### src/rtl/line_seq_pkg.sv
// rtl/line_seq_pkg.sv - shared types and widths for the line sequencer
package line_seq_pkg;

    localparam int X_W     = 9;
    localparam int Y_W     = 8;
    localparam int COL_W   = 3;
    localparam int VAL_W   = 9;
    localparam int LINES_W = 16;

    typedef enum logic [2:0] {
        IDLE,
        SETX,
        SETY,
        SETCOL,
        GO,
        WAIT_DONE
    } state_t;

    typedef struct packed {
        logic [X_W-1:0]   x;
        logic [Y_W-1:0]   y;
        logic [COL_W-1:0] col;
        logic             go;
    } cmd_t;

endpackage

### src/rtl/line_cmd_fifo.sv
// rtl/line_cmd_fifo.sv - command queue ahead of the line sequencer FSM
module line_cmd_fifo
    import line_seq_pkg::*;
#(
    parameter int DEPTH = 4
) (
    input  logic clk,
    input  logic rst_n,
    input  logic push,
    input  cmd_t push_data,
    input  logic pop,
    output cmd_t pop_data,
    output logic full,
    output logic empty
);

    localparam int PTR_W = $clog2(DEPTH);

    cmd_t             mem [DEPTH];
    logic [PTR_W-1:0] wr_ptr;
    logic [PTR_W-1:0] rd_ptr;
    logic [PTR_W:0]   count;
    logic             do_push;
    logic             do_pop;

    assign full     = (count == (PTR_W+1)'(DEPTH));
    assign empty    = (count == '0);
    assign do_push  = push && !full;
    assign do_pop   = pop && !empty;
    assign pop_data = mem[rd_ptr];

    always_ff @(posedge clk) begin
        if (do_push) begin
            mem[wr_ptr] <= push_data;
        end
    end

    // DEPTH is a power of two, so the pointers wrap on plain overflow
    always_ff @(posedge clk or negedge rst_n) begin
        if (!rst_n) begin
            wr_ptr <= '0;
            rd_ptr <= '0;
            count  <= '0;
        end else begin
            if (do_push) wr_ptr <= wr_ptr + 1'b1;
            if (do_pop)  rd_ptr <= rd_ptr + 1'b1;
            case ({do_push, do_pop})
                2'b10:   count <= count + 1'b1;
                2'b01:   count <= count - 1'b1;
                default: count <= count;
            endcase
        end
    end

endmodule

### src/rtl/line_sequencer.sv
// rtl/line_sequencer.sv - queues line commands and strobes them into the user interface
module line_sequencer
    import line_seq_pkg::*;
#(
    parameter int DEPTH = 4
) (
    input  logic               i_clk,
    input  logic               i_reset,
    input  logic               i_cmd_valid,
    output logic               o_cmd_ready,
    input  logic [X_W-1:0]     i_cmd_x,
    input  logic [Y_W-1:0]     i_cmd_y,
    input  logic [COL_W-1:0]   i_cmd_col,
    input  logic               i_cmd_go,
    output logic [VAL_W-1:0]   o_val,
    output logic               o_setx,
    output logic               o_sety,
    output logic               o_setcol,
    output logic               o_go,
    input  logic               i_done,
    output logic               o_busy,
    output logic [LINES_W-1:0] o_lines
);

    state_t             state;
    cmd_t               cmd_q;
    cmd_t               fifo_in;
    cmd_t               fifo_head;
    logic               fifo_full;
    logic               fifo_empty;
    logic               fifo_pop;
    logic               done_q;
    logic [LINES_W-1:0] lines_q;

    assign fifo_in     = {i_cmd_x, i_cmd_y, i_cmd_col, i_cmd_go};
    assign fifo_pop    = (state == IDLE) && !fifo_empty;
    assign o_cmd_ready = !fifo_full;
    assign o_busy      = (state != IDLE) || !fifo_empty;
    assign o_lines     = lines_q;

    line_cmd_fifo #(.DEPTH(DEPTH)) u_fifo (
        .clk       (i_clk),
        .rst_n     (i_reset),
        .push      (i_cmd_valid),
        .push_data (fifo_in),
        .pop       (fifo_pop),
        .pop_data  (fifo_head),
        .full      (fifo_full),
        .empty     (fifo_empty)
    );

    // Outputs are loaded on the transition into a state so they are valid for that state's cycle
    always_ff @(posedge i_clk or negedge i_reset) begin
        if (!i_reset) begin
            state    <= IDLE;
            cmd_q    <= '0;
            done_q   <= 1'b0;
            lines_q  <= '0;
            o_val    <= '0;
            o_setx   <= 1'b0;
            o_sety   <= 1'b0;
            o_setcol <= 1'b0;
            o_go     <= 1'b0;
        end else begin
            done_q   <= i_done;
            o_val    <= '0;
            o_setx   <= 1'b0;
            o_sety   <= 1'b0;
            o_setcol <= 1'b0;
            o_go     <= 1'b0;
            case (state)
                IDLE: begin
                    if (!fifo_empty) begin
                        cmd_q  <= fifo_head;
                        o_setx <= 1'b1;
                        o_val  <= fifo_head.x;
                        state  <= SETX;
                    end
                end
                SETX: begin
                    o_sety <= 1'b1;
                    o_val  <= {1'b0, cmd_q.y};
                    state  <= SETY;
                end
                SETY: begin
                    o_setcol <= 1'b1;
                    o_val    <= {6'b0, cmd_q.col};
                    state    <= SETCOL;
                end
                SETCOL: begin
                    if (cmd_q.go) begin
                        o_go  <= 1'b1;
                        state <= GO;
                    end else begin
                        state <= IDLE;
                    end
                end
                GO: begin
                    state <= WAIT_DONE;
                end
                WAIT_DONE: begin
                    // done_q carries i_done from the GO cycle, so a level already high does not count
                    if (i_done && !done_q) begin
                        lines_q <= lines_q + 1'b1;
                        state   <= IDLE;
                    end
                end
                default: state <= IDLE;
            endcase
        end
    end

endmodule

### config.mk
export PLATFORM = sky130hd
export DESIGN_NAME = line_sequencer
export DESIGN_NICKNAME = d
export VERILOG_FILES = /design/src/rtl/line_seq_pkg.sv /design/src/rtl/line_cmd_fifo.sv /design/src/rtl/line_sequencer.sv
export SDC_FILE = /design/constraint.sdc
export NUM_CORES = 1
export LEC_CHECK = 0
export BUFFER_PORTS_ARGS = -buffer_cell sky130_fd_sc_hd__buf_4
export CAP_MARGIN = 20
export CORE_MARGIN = 2
export CORE_UTILIZATION = 45
export CTS_BUF_LIST = sky130_fd_sc_hd__clkbuf_4 sky130_fd_sc_hd__clkbuf_8 sky130_fd_sc_hd__clkbuf_16
export DETAILED_ROUTE_END_ITERATION = 8
export GPL_TIMING_DRIVEN = 0
export SYNTH_ARGS = -nofsm -noshare
export SYNTH_HDL_FRONTEND = slang
export SYNTH_SLANG_ARGS = --single-unit
### constraint.sdc
create_clock -name i_clk -period 3.38 [get_ports i_clk]
set_input_delay 1.014 -clock i_clk [delete_from_list [all_inputs] [get_ports i_clk]]
set_output_delay 1.014 -clock i_clk [all_outputs]
set_load 0.005 [all_outputs]
==> impl_metrics.env, run 1 <==
export IMPL_ys_top_cells_by_count="84 x edfxtp_1, 52 x dfrtp_1, 48 x nand2_1"
export IMPL_critPathSlowestCell="fa_1"
export IMPL_syn_cell_area_um2=5220
export IMPL_slew_headroom_pct=49.7
export IMPL_syn2layout_area_growth_pct=24.2
export IMPL_cts_setup_buffers=0
export IMPL_htreeDepth=4
export IMPL_slew_violations=0
export IMPL_antenna_found_initial=0
export IMPL_synth_top_cell_by_area="edfxtp_1"
export IMPL_netlist_top_cells_area="edfxtp_1 48%, dfrtp_1 25%, mux4_2 9.1%"
export IMPL_drc=0
export IMPL_synthAdderAreaFrac_pct=1.82
export IMPL_die_area_um2=12500
export IMPL_clkTransAtPathRegs_ns=0.06
export IMPL_synth_warnings=0
export IMPL_cts_tree="built"
export IMPL_hold_ws_ns=0.471
export IMPL_antenna_left=0
export IMPL_total_power_w=0.00577
export IMPL_vdd_drop_max_uv=384
export IMPL_avgSynthCellArea_um2=16.9
export IMPL_rsz0062_at_grt="no"
export IMPL_die_height_um=112
export IMPL_gp_congestion=0.745
export IMPL_critPathCaptureType="flop"
export IMPL_regToRegStartpoint="state[2]"
export IMPL_vias=2787
export IMPL_hp_start="o_lines[15]"
export IMPL_ys_types=36
export IMPL_crit_type="reg -> reg"
export IMPL_r2r_end="u_fifo.count[2]"
export IMPL_syn_instance_count=308
export IMPL_tightest_slew_ns=0.751
export IMPL_worstPathRequired_ns=3.71
export IMPL_cts_hold_buf=0
export IMPL_crit_chain="buf_4 -> nor3_1 -> nand2b_1 -> inv_1 -> buf_2 -> ha_1 -> inv_1 -> fa_1 -> xor2_1 -> nor2_1 -> xor2_1"
export IMPL_ys_seq_area_share_pct=73.3
export IMPL_reg2reg_slack_ns=0.81
export IMPL_io_pins=56
export IMPL_finalSetupTns_ns=0
export IMPL_arrival_ns=2.90
export IMPL_layout_min_cycle_time_ns=2.57
export IMPL_rows=39
export IMPL_final_core_util_pct=57.0
export IMPL_dieWidth_um=112
export IMPL_cp_max_fo=11
export IMPL_grt_usage_pct=16.7
export IMPL_status="finished, final reports clean"
export IMPL_synth_compound_area_share_pct=1.66
export IMPL_port_buffers=55
export IMPL_setup_violations_final=0
export IMPL_synth_main_ff_cell="edfxtp_1"
export IMPL_hold_class="reg -> reg"
export IMPL_clock_sinks=136
export IMPL_hold_end="o_lines[15]"
export IMPL_cts_root_buf="clkbuf_16"
export IMPL_cpPeakStageDelay_ns=0.38
export IMPL_grt_pass1_wl_um=15400
export IMPL_drive_above_1_share_pct=31.3
export IMPL_leakage_nw=2.69
export IMPL_drt_wirelength_per_cell_um=17.4
export IMPL_grt_max_degree=53
export IMPL_cts_max_path_buffers=2
export IMPL_worst_slack_ns=0.815
export IMPL_dpl_hpwl_um=6240
export IMPL_yosysMostFrequentCell="edfxtp_1"
export IMPL_finClkSkew_ns=0.00633
export IMPL_finalHoldViolCount=0
export IMPL_synth_top_area_share_pct=48.4
export IMPL_max_cap_viol_count=0
export IMPL_min_path_cells=1
export IMPL_fmax_mhz=390
export IMPL_dr_pass1_iters=4
export IMPL_reg2reg_depth=11
export IMPL_synth_top_family_by_area="multiplexers"
export IMPL_start_kind="flop"
export IMPL_grt_overflow=0
export IMPL_synthArstFlopShare_pct=38.2
export IMPL_synth_mux_area_share_pct=9.69
export IMPL_synth_xor_area_share_pct=3.53
export IMPL_start_util_pct=45.9
export IMPL_crit_path_start="state[2]"
export IMPL_p_per_area_nw_per_um2=891
export IMPL_core_um2=11400
export IMPL_post_route_period_util_pct=75.9
export IMPL_synth_edff_count=84
export IMPL_nNetsFinal=418
export IMPL_synthSimpleGateAreaFrac_pct=8.21
export IMPL_diodes=0
export IMPL_synth_fp_nets=340
export IMPL_clock_latency_ns=0.41
export IMPL_drt_iter0_drc=156
export IMPL_cts_resized_gates=0
export IMPL_dp_slack_ns=0.835
export IMPL_drt_total_wl_um=9450
export IMPL_viasPerCell=5.14
export IMPL_cts_buffers=17
export IMPL_synth_seq_cells=136
export IMPL_first_global_vias=2920
==> cell type report <==
class	instances	area, µm²
clock inverters	8	91.3
inverters	11	41.3
multi-input cells	151	1300
clock buffers	24	520
repair buffers	59	473
plain buffers	10	51.3
flip-flops and latches	136	3820
well taps	143	179
fillers	911	4890
==> state kept, by name (all words and copies together) (netlist names), 2 cells and up <==
signal,count
o_lines,16
state,3
u_fifo.count,3
u_fifo.mem,84
o_val,9
cmd_q,12
u_fifo.rd_ptr,2
u_fifo.wr_ptr,2
==> cells in the final DEF, fill, tap and decap left out, types with 5 or more instances in the layout <==
master / count
nand3_1: 5
clkbuf_16: 18
edfxtp_1: 84
inv_1: 11
dfrtp_1: 52
buf_4: 57
nor3_1: 6
a22o_1: 5
nand2_1: 48
xor2_1: 9
xnor2_1: 12
ha_1: 6
and3_1: 6
buf_2: 5
mux4_2: 21
nor2_1: 5
==> cell families (layout without fill, tap and decap cells) <==
family,count (synthesis),after routing
compound gates,11,11
flops,136,136
simple gates,88,88
xor+xnor,21,21
fa+ha+maj,7,7
buf+inv,21,112
mux,24,24
==> metrics by stage <==
stage                     cell area (µm²)  instances
after floorplan                      5220        308
final                                6480        542
after CTS                            6480        542
after global placement               5810        506
after detailed placement             5870        510
after global routing                 6480        542
==> where the power goes <==
| group | switching, W | internal, W |
|---|---|---|
| Clock | 0.000638 | 0.00122 |
| Sequential | 0.000175 | 0.00222 |
| Combinational | 0.000813 | 0.000714 |
==> critical path: cells and delay by family (launching register included) <==
family / cells / cell delay [ns]
xor+xnor: 2 / 0.30
fa+ha+maj: 2 / 0.60
buf+inv: 4 / 0.67
flops: 1 / 0.35
simple gates: 3 / 0.56
==> how the worst max path moves through the flow <==
| stage | endpoint | slack [ns] | cells past startpoint |
|---|---|---|---|
| floorplan | u_fifo.count[2] | 1.13 | 8 |
| CTS | u_fifo.count[2] | 0.81 | 11 |
| detailed placement | u_fifo.count[2] | 0.84 | 11 |
| global route | u_fifo.count[2] | 0.49 | 11 |
| finish | u_fifo.count[2] | 0.81 | 11 |
| global placement | u_fifo.mem[3][7] | 0.80 | 2 |
==> metal layers <==
metal  GRT usage [%]  routed length, µm
met1            21.2               4100
met2            26.8               4800
met3            4.79                367
met4            7.49                175
met5               0                  0
(Power assumes the default switching activity.)
==> run 2, diff against run 1 <==
--- a/config.mk
+++ b/config.mk
@@ -5,6 +5,7 @@
 export SDC_FILE = /design/constraint.sdc
 export NUM_CORES = 1
 export LEC_CHECK = 0
+export ABC_AREA = 1
 export BUFFER_PORTS_ARGS = -buffer_cell sky130_fd_sc_hd__buf_4
 export CAP_MARGIN = 20
 export CORE_MARGIN = 2
==> constraint.sdc (replaced) <==
create_clock -name i_clk -period 2.4 [get_ports i_clk]
set_input_delay 0.72 -clock i_clk [delete_from_list [all_inputs] [get_ports i_clk]]
set_output_delay 0.72 -clock i_clk [all_outputs]
set_load 0.005 [all_outputs]
==> impl_metrics.env, run 2 <==
export IMPL_die_area_um2=13100
export IMPL_mostFrequentLayoutCells="88 x nor2_1, 84 x edfxtp_1, 59 x o21ai_0"
export IMPL_finClkSkew_ns=0.00361
export IMPL_rows=40
export IMPL_synthArstFlopShare_pct=38.2
export IMPL_slew_violations=0
export IMPL_cpPeakStageDelay_ns=0.39
export IMPL_p_per_area_nw_per_um2=1230
export IMPL_grt_max_degree=53
export IMPL_regMostFlops="u_fifo.mem"
export IMPL_switchingPower_w=0.00273
export IMPL_slew_headroom_pct=48.7
export IMPL_cp_max_fo=6
export IMPL_antenna_left=0
export IMPL_max_cap_viol_count=0
export IMPL_ys_seq_area_share_pct=69.7
export IMPL_post_route_period_util_pct=92.5
export IMPL_p_sw_share_pct=32.9
export IMPL_start_kind="flop"
export IMPL_fmax_mhz=450
export IMPL_nNetsFinal=588
export IMPL_setup_violations_final=0
export IMPL_vias=3613
export IMPL_largest_reg_flops=84
export IMPL_netlist_top_cells_area="edfxtp_1 46%, dfrtp_1 24%, nor2_1 6.3%"
export IMPL_crit_type="reg -> out"
export IMPL_rsz0062_at_grt="no"
export IMPL_drt_total_wl_um=11300
export IMPL_finalSetupTns_ns=0
export IMPL_crit_chain="inv_1 -> nand3_2 -> nor2_1 -> inv_1 -> buf_4"
export IMPL_synth_warnings=0
export IMPL_tightest_slew_ns=0.769
export IMPL_finalHoldViolCount=0
export IMPL_dr_pass1_iters=8
export IMPL_power_frac_seq_pct=39.7
export IMPL_placed_area_um2=6160
export IMPL_cts_tree="built"
export IMPL_layout_min_cycle_time_ns=2.22
export IMPL_fin_area_um2=6750
export IMPL_grt_pass1_wl_um=18000
export IMPL_dpl_hpwl_um=7400
export IMPL_synth_top_area_share_pct=46.0
export IMPL_clock_latency_ns=0.41
export IMPL_ys_types=28
export IMPL_fin_cells=716
export IMPL_clock_sinks=136
export IMPL_met2_usage_pct=30.3
export IMPL_drc=0
export IMPL_grt_usage_pct=18.6
export IMPL_reg2reg_slack_ns=0.24
export IMPL_critPathSlowestCell="dfrtp_1"
export IMPL_clkTransAtPathRegs_ns=0.05
export IMPL_die_height_um=114
export IMPL_status="finished, final reports clean"
export IMPL_met3_usage_pct=4.39
export IMPL_hold_class="in -> async"
export IMPL_gp_congestion=0.772
export IMPL_met1_usage_pct=24.3
export IMPL_diodes=0
export IMPL_crit_top_cell="inv_1"
export IMPL_dieWidth_um=114
export IMPL_drt_wirelength_per_cell_um=15.8
export IMPL_final_common_cell="nor2_1"
export IMPL_drive_above_1_share_pct=21.3
export IMPL_grt_busiest_layer="met2"
export IMPL_io_pins=56
export IMPL_htreeDepth=4
export IMPL_synth_seq_cells=136
export IMPL_grt_overflow=0
export IMPL_critPathCaptureType="output pin"
export IMPL_synth_main_ff_cell="edfxtp_1"
export IMPL_cts_root_buf="clkbuf_16"
export IMPL_port_buffers=55
export IMPL_synth_fp_nets=508
export IMPL_vdd_drop_max_uv=548
export IMPL_dp_cells=682
export IMPL_cts_hold_buf=0
export IMPL_yosysMostFrequentCell="nor2_1"
export IMPL_syn_cell_area_um2=5490
export IMPL_synth_top_cell_by_area="edfxtp_1"
export IMPL_avgSynthCellArea_um2=11.5
export IMPL_core_um2=12000
export IMPL_worstPathRequired_ns=1.68
export IMPL_viasPerCell=5.05
export IMPL_syn_instance_count=476
export IMPL_synth_edff_count=84
export IMPL_drt_iter0_drc=210
export IMPL_power_frac_comb_pct=30.7
export IMPL_cts_max_path_buffers=2
export IMPL_first_global_vias=3380
export IMPL_arrival_ns=1.50
export IMPL_leakage_nw=2.85
export IMPL_syn2layout_area_growth_pct=23.0
export IMPL_cts_buffers=17
export IMPL_start_util_pct=45.9
export IMPL_p_int_w=0.00556
export IMPL_antenna_found_initial=0
export IMPL_ys_top_cells_by_count="92 x nor2_1, 84 x edfxtp_1, 59 x o21ai_0"
export IMPL_power_clock_fraction_pct=29.6
==> run 2: cell types whose count changed after synthesis, moves of 4 or more <==
cell / change
a22o_1: -5
and3_1: -6
buf_2: +6
inv_1: +28
mux4_2: -21
nand2_1: +4
nand3_1: +4
nor2_1: +87
nor3_1: -6
o21ai_0: +59
o21ai_1: +25
xnor2_1: -6
==> run 2: area by class of cell <==
class / count / area (µm²)
well taps: 147 / 184
fillers: 996 / 5210
clock buffers: 21 / 455
repair buffers: 61 / 500
flip-flops and latches: 136 / 3820
clock inverters: 11 / 106
inverters: 43 / 161
plain buffers: 16 / 81.3
multi-input cells: 281 / 1440
==> run 2: path summary, 6_finish.rpt <==
kind / endpoint / startpoint / cells past startpoint
max: o_busy / state[2] / 5
min: u_fifo.count[0] / i_reset / 1
max reg2reg: u_fifo.count[2] / state[2] / 10
min reg2reg: u_fifo.count[0] / u_fifo.count[0] / 1
max in group asynchronous: o_lines[9] / i_reset / 1
min in group i_clk: done_q / i_done / 1
==> run 2: timing repair <==
item / CTS / global route
pin swaps: 0 / 1
setup endpoints to repair: 1 / 1
gates resized for setup: 1 / 1
buffers inserted: 0 / 2
==> run 2: power groups by stage <==
stage	Clock [W]	Sequential [W]	Combinational, W
finish	0.00245	0.00329	0.00254
global route	0.00261	0.00334	0.00288
CTS	0.00249	0.00329	0.00255
detailed placement	0	0.00333	0.00253
global placement	0	0.00333	0.00239
floorplan	0	0.00331	0.00155
==> run 2: critical path, delay by kind of cell (launching register included) <==
kind / cells / cell delay, ns
buffers and inverters: 3 / 0.37
DFF: 1 / 0.39
and+or+nand+nor: 2 / 0.33
==> run 2: logic make-up (layout without fill, tap and decap cells) <==
family	Yosys count	after routing	share of synthesized area, %
and+or+nand+nor	165	165	13.1
DFF	136	136	69.7
AOI/OAI and AO/OA	95	95	8.90
buffers and inverters	59	152	4.31
xor gates and xnor gates	14	14	2.24
adders and majority gates	7	7	1.73
==> run 2: through the flow <==
stage | setup WS, ns | utilization (%) | hold slack [ns] | power [W]
final | 0.180 | 56.4 | 0.355 | 0.00829
after global routing | 0.0581 | 56.4 | 0.410 | 0.00883
after CTS | 0.0612 | 56.3 | 0.378 | 0.00832
after detailed placement | 0.0171 | 51.5 | 0.465 | 0.00586
after global placement | -0.756 | 50.8 | 0.463 | 0.00572
after floorplan | 0.200 | - | 0.424 | 0.00485
==> run 2: routing by layer <==
| layer | vias to the layer above | share of wire (%) |
|---|---|---|
| met5 | - | 0 |
| met4 | 0 | 1.7 |
| met3 | 16 | 4.9 |
| met2 | 94 | 49 |
| met1 | 1738 | 44 |
| li1 | 1765 | - |
==> run 3, diff against run 2 <==
--- a/config.mk
+++ b/config.mk
@@ -7,7 +7,7 @@
 export LEC_CHECK = 0
 export ABC_AREA = 1
 export BUFFER_PORTS_ARGS = -buffer_cell sky130_fd_sc_hd__buf_4
-export CAP_MARGIN = 20
+export CAP_MARGIN = 0
 export CORE_MARGIN = 2
 export CORE_UTILIZATION = 45
 export CTS_BUF_LIST = sky130_fd_sc_hd__clkbuf_4 sky130_fd_sc_hd__clkbuf_8 sky130_fd_sc_hd__clkbuf_16
==> constraint.sdc (replaced) <==
create_clock -name i_clk -period 2.5 [get_ports i_clk]
set_input_delay 0.75 -clock i_clk [delete_from_list [all_inputs] [get_ports i_clk]]
set_output_delay 0.75 -clock i_clk [all_outputs]
set_load 0.005 [all_outputs]
==> impl_metrics.env, run 3 (synthesis results as in run 2) <==
export IMPL_max_cap_viol_count=0
export IMPL_antenna_found_initial=0
export IMPL_drive_above_1_share_pct=21.0
export IMPL_dr_pass1_iters=5
export IMPL_vdd_drop_max_uv=529
export IMPL_largest_reg_flops=84
export IMPL_clock_sinks=136
export IMPL_diodes=0
export IMPL_slew_headroom_pct=49.0
export IMPL_cts_max_path_buffers=2
export IMPL_io_pins=56
export IMPL_finClkSkew_ns=0.00356
export IMPL_post_route_period_util_pct=93.0
export IMPL_status="finished, final reports clean"
export IMPL_gp_congestion=0.772
export IMPL_regMostFlops="u_fifo.mem"
export IMPL_port_buffers=55
export IMPL_viasPerCell=5.04
export IMPL_cts_setup_buffers=0
export IMPL_dpl_hpwl_um=7400
export IMPL_setup_violations_final=0
export IMPL_vias=3600
export IMPL_tightest_slew_ns=0.765
export IMPL_grt_pass1_wl_um=18000
export IMPL_drt_total_wl_um=11300
export IMPL_nNetsFinal=586
export IMPL_clock_latency_ns=0.41
export IMPL_hold_class="in -> async"
export IMPL_p_per_area_nw_per_um2=1180
export IMPL_cts_hold_buf=0
export IMPL_cts_root_buf="clkbuf_16"
export IMPL_drt_wirelength_per_cell_um=15.8
export IMPL_syn2layout_area_growth_pct=22.7
export IMPL_rows=40
export IMPL_cpPeakStageDelay_ns=0.39
export IMPL_htreeDepth=4
export IMPL_crit_top_cell="inv_1"
export IMPL_cp_max_fo=11
export IMPL_crit_chain="inv_1 -> nand3_2 -> nor2_4 -> buf_4 -> ha_1 -> inv_1 -> fa_1 -> a21oi_1 -> o21ai_0 -> xor2_1"
export IMPL_crit_family="adder cells"
export IMPL_start_kind="flop"
export IMPL_final_core_util_pct=56.3
export IMPL_rsz0062_at_grt="no"
export IMPL_slew_violations=0
export IMPL_cts_tree="built"
export IMPL_drc=0
export IMPL_critPathBufInv=3
export IMPL_antenna_left=0
export IMPL_layout_min_cycle_time_ns=2.33
export IMPL_finalHoldViolCount=0
export IMPL_fmax_mhz=430
export IMPL_crit_type="reg -> reg"
export IMPL_cts_buffers=17
export IMPL_worstPathRequired_ns=2.79
export IMPL_die_area_um2=13100
export IMPL_arrival_ns=2.61
export IMPL_critPathSlowestCell="dfrtp_1"
export IMPL_die_height_um=114
export IMPL_cts_resized_gates=0
export IMPL_start_util_pct=45.9
export IMPL_first_global_vias=3380
export IMPL_grt_max_degree=53
export IMPL_drt_iter0_drc=227
export IMPL_clkTransAtPathRegs_ns=0.06
export IMPL_critPathCaptureType="flop"
export IMPL_mostFrequentLayoutCells="88 x nor2_1, 84 x edfxtp_1, 59 x o21ai_0"
export IMPL_leakage_nw=2.84
export IMPL_grt_usage_pct=18.6
export IMPL_total_power_w=0.00792
export IMPL_core_um2=12000
export IMPL_dieWidth_um=114
export IMPL_grt_overflow=0
export IMPL_final_common_cell="nor2_1"
==> run 3: cell type report <==
type,instances,area (µm²)
multi-input combinational,281,1440
fill,998,5230
timing repair buffer,59,485
inverter,43,161
sequential,136,3820
buffer,16,77.6
clock buffer,21,455
clock inverter,11,106
tap,147,184
==> run 3: report_power, final <==
| group | total [W] | internal [W] | switching (W) | leakage (nW) |
|---|---|---|---|---|
| clock network | 0.00236 | 0.00149 | 0.000869 | 0.285 |
| logic | 0.00240 | 0.000840 | 0.00156 | 1.13 |
| registers | 0.00316 | 0.00298 | 0.000179 | 1.43 |
| total | 0.00792 | 0.00531 | 0.00261 | 2.84 |
==> run 3: layer usage <==
metal	track usage, %	up-vias	wire length (µm)
met4	7.24	0	181
li1	-	1758	-
met1	24.3	1727	4910
met5	0	-	0
met3	4.39	15	569
met2	30.3	100	5620
==> run 3: metrics by stage <==
step                      setup slack, ns  setup TNS (ns)  hold WS, ns  instances  cell area [µm²]
after CTS                          0.0725               0        0.408        714             6730
after global routing               0.0152               0        0.440        714             6730
after floorplan                     0.270               0        0.446        476             5490
after global placement             -0.686          -55.29        0.463        678             6080
final                               0.174               0        0.383        714             6730
after detailed placement            0.117               0        0.465        682             6160
==> run 3: worst register-to-register path: cells and delay by family (launching register included) <==
kind / cells / cell delay, ns
compound gates: 2 / 0.25
xor+xnor: 1 / 0.15
fa+ha+maj: 2 / 0.55
buf+inv: 3 / 0.48
flops: 1 / 0.39
simple gates: 2 / 0.37
==> run 3: final timing paths <==
path	startpoint	slack, ns	depth (start not counted)	end
min reg2reg	u_fifo.count[0]	0.48	1	u_fifo.count[0]
min in group i_clk	i_done	0.46	1	done_q
max	state[2]	0.17	10	u_fifo.count[2]
max in group asynchronous	i_reset	1.67	1	o_val[3]
max reg2reg	state[2]	0.17	10	u_fifo.count[2]
min	i_reset	0.38	1	u_fifo.count[0]
